==> config.mk <==
export PLATFORM = sky130hd
export DESIGN_NAME = gate_table_sweeper
export DESIGN_NICKNAME = d
export VERILOG_FILES = /design/src/rtl/gate_table_sweeper.sv
export SDC_FILE = /design/constraint.sdc
export NUM_CORES = 1
export LEC_CHECK = 0
export ABC_AREA = 1
export CAP_MARGIN = 20
export CORE_ASPECT_RATIO = 0.75
export CORE_MARGIN = 5
export CORE_UTILIZATION = 45
export DETAILED_ROUTE_END_ITERATION = 8
export DONT_BUFFER_PORTS = 1
export PLACE_DENSITY = 0.66
export RECOVER_POWER = 25
export REMOVE_ABC_BUFFERS = 1
export SKIP_LAST_GASP = 1
export SLEW_MARGIN = 0
export SYNTH_ARGS = -nofsm -noshare
export SYNTH_HDL_FRONTEND = slang
export SYNTH_SLANG_ARGS = --single-unit
==> constraint.sdc <==
create_clock -name clk -period 1.8 [get_ports clk]
set_input_delay 0.09 -clock clk [delete_from_list [all_inputs] [get_ports clk]]
set_output_delay 0.09 -clock clk [all_outputs]
set_load 0.01 [all_outputs]
==> src/rtl/gate_table_sweeper.sv <==
// Registered two-input bitwise gate with a programmable 4-bit truth table.
// Direct mode uses a valid/ready handshake; sweep mode runs every (a, b) pair and folds results into a signature.
module gate_table_sweeper #(
  parameter int         WIDTH        = 4,
  parameter logic [3:0] DEFAULT_FUNC = 4'b0010
) (
  input  logic             clk,
  input  logic             rst_n,
  input  logic             func_we,
  input  logic [3:0]       func_in,
  input  logic             start,
  input  logic             in_valid,
  output logic             in_ready,
  input  logic [WIDTH-1:0] a_in,
  input  logic [WIDTH-1:0] b_in,
  output logic [WIDTH-1:0] s,
  output logic [WIDTH-1:0] x_out,
  output logic [WIDTH-1:0] y_out,
  output logic             out_valid,
  output logic             busy,
  output logic             done,
  output logic [WIDTH-1:0] sig
);

  localparam int CW = 2 * WIDTH;

  typedef enum logic [1:0] {IDLE, SWEEP, DONE} state_t;

  state_t           r_state;
  state_t           w_next;
  logic [3:0]       r_func;
  logic [CW-1:0]    r_cnt;
  logic [WIDTH-1:0] r_s;
  logic [WIDTH-1:0] r_x;
  logic [WIDTH-1:0] r_y;
  logic [WIDTH-1:0] r_sig;
  logic             r_out_valid;

  logic             w_sweeping;
  logic             w_take;
  logic             w_cnt_last;
  logic [WIDTH-1:0] w_op_a;
  logic [WIDTH-1:0] w_op_b;
  logic [WIDTH-1:0] w_f;
  logic [WIDTH-1:0] w_rot;

  function automatic logic [WIDTH-1:0] eval_gate(input logic [3:0]       tt,
                                                 input logic [WIDTH-1:0] a,
                                                 input logic [WIDTH-1:0] b);
    logic [WIDTH-1:0] r;
    r = '0;
    for (int i = 0; i < WIDTH; i++) r[i] = tt[{a[i], b[i]}];
    return r;
  endfunction

  assign w_sweeping = (r_state == SWEEP);
  // A direct operand is consumed only when IDLE and no sweep request competes for the same cycle.
  assign w_take     = (r_state == IDLE) & in_valid & ~start;
  assign w_cnt_last = &r_cnt;
  assign w_op_a     = w_sweeping ? r_cnt[CW-1:WIDTH] : a_in;
  assign w_op_b     = w_sweeping ? r_cnt[WIDTH-1:0]  : b_in;
  assign w_f        = eval_gate(r_func, w_op_a, w_op_b);
  // Rotate-left by one; collapses to identity when WIDTH == 1.
  assign w_rot      = (r_sig << 1) | (r_sig >> (WIDTH - 1));

  // NOTE: sequential state uses non-blocking assignments so every register samples pre-edge values.
  always_ff @(posedge clk or negedge rst_n) begin
    if (!rst_n) r_state <= IDLE;
    else        r_state <= w_next;
  end

  // NOTE: default assignment first so no path leaves w_next unassigned (no latch).
  always_comb begin
    w_next = r_state;
    unique case (r_state)
      IDLE:    if (start) w_next = SWEEP;
      SWEEP:   if (w_cnt_last) w_next = DONE;
      DONE:    w_next = IDLE;
      default: w_next = IDLE;
    endcase
  end

  always_comb begin
    in_ready = (r_state == IDLE) & ~start;
    busy     = (r_state != IDLE);
    done     = (r_state == DONE);
  end

  always_ff @(posedge clk or negedge rst_n) begin
    if (!rst_n) begin
      r_func      <= DEFAULT_FUNC;
      r_cnt       <= '0;
      r_s         <= '0;
      r_x         <= '0;
      r_y         <= '0;
      r_sig       <= '0;
      r_out_valid <= 1'b0;
    end else begin
      r_out_valid <= w_take | w_sweeping;
      // Results always use the pre-edge func, so a same-cycle func write affects only later results.
      if (w_take || w_sweeping) begin
        r_s <= w_f;
        r_x <= w_op_a;
        r_y <= w_op_b;
      end
      if (r_state == IDLE) begin
        if (func_we) r_func <= func_in;
        if (start) begin
          r_cnt <= '0;
          r_sig <= '0;
        end
      end
      if (w_sweeping) begin
        r_sig <= w_rot ^ w_f;
        r_cnt <= r_cnt + CW'(1);
      end
    end
  end

  assign s         = r_s;
  assign x_out     = r_x;
  assign y_out     = r_y;
  assign out_valid = r_out_valid;
  assign sig       = r_sig;

endmodule

==> results <==
- The flow ran to the end, and the final reports show no timing, DRC or antenna violations.
- The number of synthesized register bits is 31.
- The average via count per standard cell is 4.97.
- For this run, asynchronously set or reset flops after synthesis account for 1.00.
- The H-tree was split into 2 levels.
- The final worst slack is roughly 0.28 ns.
- The worst hold path begins at b_in[2].
- At the pin with the least slew margin, the transition time is 0.746 ns.
- The endpoint identified for the worst register-to-register timing path is s[1]$_DFFE_PN0P_.
- The share of synthesized area in the top cell type comes to 0.438.
- The clock tree from TritonCTS is yes.
- After technology mapping, the gate count stands at 213.
- The starting density of the core is 0.468.
- The final net count is 242.
- The count of nets left with antenna violations after detail routing is 0.
- The total negative slack is 0 ns.
- The first global-routing pass estimated between 6000 and 7000 um of wire.
- Summing all multi-input logic gate instances after layout gives 778 um2.
- Before CTS, the worst setup slack after placement is 0.266 ns.
- The startpoint identified for the worst register-to-register timing path is r_state[0]$_DFFE_PN0P_.
- The number of gates resized after CTS was 0.
- The relative max-transition margin is 0.503.
- The final route contains ~1400 vias.
- The I/O pin total is 37.
- Of the total power, the clock network draws 0.184.
- Input and output buffers added on the ports amount to 0.
- Setup repair after global routing left no endpoint under its margin.
- Internal power comes to roughly 1.7 mW.
- The shortest clock period the worst path allows after layout is approximately 1.5 ns.
- Based on the critical path, the design can be clocked at up to roughly 660 MHz.
- Leaving out filler cells and counting taps, the final layout contains approximately 280.
- The cell area that synthesis handed to floorplanning was approximately 1700 um2.
- The number of maximum-capacitance constraint violations is 0.
- The worst hold path was traced through 2 stages.
- The cell count after placement is around 260.
- The sequential standard cell area is roughly 780 um2.
- In this run, synthesis inferred 0 flip-flops with an integrated enable.
- The prevailing post-synth register cell is sky130_fd_sc_hd__dfrtp_1.
- The signal on the critical path passes through nor2_1 -> inv_2 -> nor2_4 -> nand2_1 -> nand2_2 -> buf_12 -> nor2_1 -> a31oi_1.
- The sequential share of power is 0.449.
- The die is slightly above 80 um wide.
- Sorting the synthesized cells by area gives the leading types as sky130_fd_sc_hd__dfrtp_1 (44%), sky130_fd_sc_hd__nand2_1 (9.4%), sky130_fd_sc_hd__nand3_1 (8.5%).
- The longest clock path from root to sink contains 2 buffers.
- The number of clock buffers added by TritonCTS is 5.
- Counting stages on the worst path, the most repeated cell is sky130_fd_sc_hd__nor2_1.
- The number of pins exceeding their max-slew limit in the final report is 0.
- The data required time at the worst endpoint is ~2.0 ns.
- Yosys printed 0 warnings.
- The number of antenna diodes in the final layout is 0.
- Summed over all layers, the global routing overflow is 0.
- At the worst endpoint, the arrival time is 1.72 ns.
- The post-synthesis average cell area is just over 8 um2.
- Power spread over the standard cell area amounts to 1570 nW/um2.
- The die covers 5160 um2.
- The net switching power is between 1 and 1.5 mW.
- At the end of the flow the core is filled with cells to 0.519.
- The clock slew at the register clock pins of the worst setup and hold paths is approximately 0.06 ns.
- The final clock skew is just over 0.006 ns.
- The count of cells along the worst register-to-register path is 8.
- The number of DRC violations after detailed-routing iteration 0 is about 90.
- The number of remaining DRC errors is 0.
- The initial antenna violation count is 0.
- The wire length per cell after detailed routing is roughly 14 um.
- Among all stages on the critical path, the largest delay is contributed by sky130_fd_sc_hd__dfrtp_1.
- The number of distinct library cells after synthesis is 31.
- The kind of end point of the critical path is a flip-flop.
- The core box area is 3660 um2.
- The smallest hold slack is roughly 0.019 ns.
- For this block, the routed nets add up to about 3800 um of wire.
- Once layout is done, the placed cells without fillers occupy around 1900 um2.
- The post-detailed-placement cell area is ~1800 um2.
- The post-synthesis cell type with the largest combined area is sky130_fd_sc_hd__dfrtp_1.
- Clock tree synthesis found a total of 31 sinks.
- The layout overhead on the synthesized area is 10.9%.
- The startpoint type of the worst setup path is a flip-flop.
- The number of global-route vias before repair is 1276.
- The clock latency of the later-clocked register in the worst-skew pair is roughly 0.29 ns.
- The kind of critical path is flip-flop to flip-flop.
- The peak ir drop on the vdd network is about 0.75 mV.
- The total power is approximately 3 mW.
- The first detailed-routing pass took 4 iterations.
- The fraction of the yosys area taken by sequential cells is 0.453.
- Entering global routing, the biggest net connects 32 pins.
- The endpoint with the worst hold slack is y_out[2]$_DFFE_PN0P_.
- The maximum net fanout on the critical path is 25.
- The worst register-to-register path has a setup slack of between 0.2 and 0.3 ns.
- Fill cells in the final layout number around 370.
- The count of standard-cell rows is 19.
- The post-DP HPWL is approximately 3000 um.
- The min-delay analysis places its worst path in the category input pin to flip-flop.
- Of the total power, the share spent switching nets is 0.417.
- The die is ~63 um tall.
- Of the available clock period, the critical path in the final layout requires 0.844.
- Of the total power, combinational logic draws 0.367.
- In the final layout, the share of cells above drive strength 1 is 0.143.
- The number of endpoints with negative hold slack in the final report came to 0.
- The routability congestion estimate from global placement is 0.896.
- The worst stage delay on the critical path is approximately 0.46 ns.
- The static power due to leakage is ~0.92 nW.
- The number of endpoints failing setup at the final stage is 0.
- Across every metal layer, demand over resource in global routing totals 0.165.
- The tree is rooted in a sky130_fd_sc_hd__clkbuf_8.
[metal layers]
metal	vias to the layer above	global-route usage	share of wire
met3	7	0.0556	0.078
met2	38	0.207	0.39
met1	611	0.256	0.51
li1	717	-	-
met4	0	0.0570	0.013
met5	-	0	0
[worst max-delay path: cells and delay by family, from the launching register on]
family	cells	cell delay, ns
buf+inv	2	0.26
simple gates	5	0.56
compound gates	1	0.16
flops	1	0.46
[area by class of cell]
type,instances,area share
multi-input combinational,150,0.409
sequential,31,0.409
inverter,27,0.0546
timing repair buffer,9,0.0474
clock buffer,6,0.0434
tap,52,0.0342
clock inverter,1,0.00263
[cells by family after synthesis]
logic type,Yosys count,synth area share
AND/OR/NAND/NOR,115,0.326
adder cells (fa/ha/maj),1,0.00730
flip-flops,31,0.453
AO/OA/AOI/OAI,32,0.111
XOR/XNOR,2,0.0102
buffers and inverters,32,0.0927
[cells in the mapped netlist (all sizes together) (2+ instances only)]
cell / count
nor3: 2
o22ai: 3
a21oi: 12
buf: 5
o21ai: 10
a31oi: 6
nand3: 35
nand2: 49
nor2: 26
dfrtp: 30
inv: 27
[state kept, by name, summed over array words and instances (netlist names)]
name	cells
y_out	4
s	4
r_state	2
r_func	4
sig	4
x_out	4
out_valid	1
r_cnt	8
[layout by cell type (no fill, tap or decap), types with 2 or more instances in the layout]
| cell | netlist | layout |
|---|---|---|
| sky130_fd_sc_hd__nand3_1 | 29 | 29 |
| sky130_fd_sc_hd__nand2_1 | 43 | 43 |
| sky130_fd_sc_hd__inv_1 | 25 | 25 |
| sky130_fd_sc_hd__dlygate4sd3_1 | 0 | 5 |
| sky130_fd_sc_hd__o22ai_1 | 3 | 3 |
| sky130_fd_sc_hd__dfrtp_1 | 30 | 30 |
| sky130_fd_sc_hd__o21ai_2 | 4 | 4 |
| sky130_fd_sc_hd__a21oi_1 | 12 | 12 |
| sky130_fd_sc_hd__nor2_1 | 25 | 25 |
| sky130_fd_sc_hd__clkbuf_8 | 0 | 6 |
| sky130_fd_sc_hd__nand2_2 | 4 | 4 |
| sky130_fd_sc_hd__buf_4 | 1 | 2 |
| sky130_fd_sc_hd__a31oi_1 | 6 | 6 |
| sky130_fd_sc_hd__nand3_2 | 6 | 6 |
| sky130_fd_sc_hd__nor3_1 | 2 | 2 |
| sky130_fd_sc_hd__o21ai_0 | 5 | 5 |
[power by group through the flow]
stage	Combinational, mW	Sequential, mW	Clock [mW]
global placement	1.06	1.36	0
CTS	1.10	1.35	0.559
floorplan	0.866	1.29	0
detailed placement	1.07	1.36	0
finish	1.10	1.34	0.551
global route	1.26	1.39	0.597
[how the worst max path moves through the flow]
stage	slack, ns	cells after the start	endpoint	start
floorplan	0.32	9	sig[3]$_DFFE_PN0P_	r_state[0]$_DFFE_PN0P_
global placement	0.28	8	s[1]$_DFFE_PN0P_	r_state[0]$_DFFE_PN0P_
detailed placement	0.27	8	s[1]$_DFFE_PN0P_	r_state[0]$_DFFE_PN0P_
CTS	0.26	8	s[1]$_DFFE_PN0P_	r_state[0]$_DFFE_PN0P_
global route	0.15	8	s[1]$_DFFE_PN0P_	r_state[0]$_DFFE_PN0P_
finish	0.28	8	s[1]$_DFFE_PN0P_	r_state[0]$_DFFE_PN0P_
[repair_timing]
action | in CTS | in global routing
endpoints found under the hold margin | 35 | 0
hold buffers | 6 | 0
setup buffers | 0 | 0
Power figures use the tool's default switching activity.
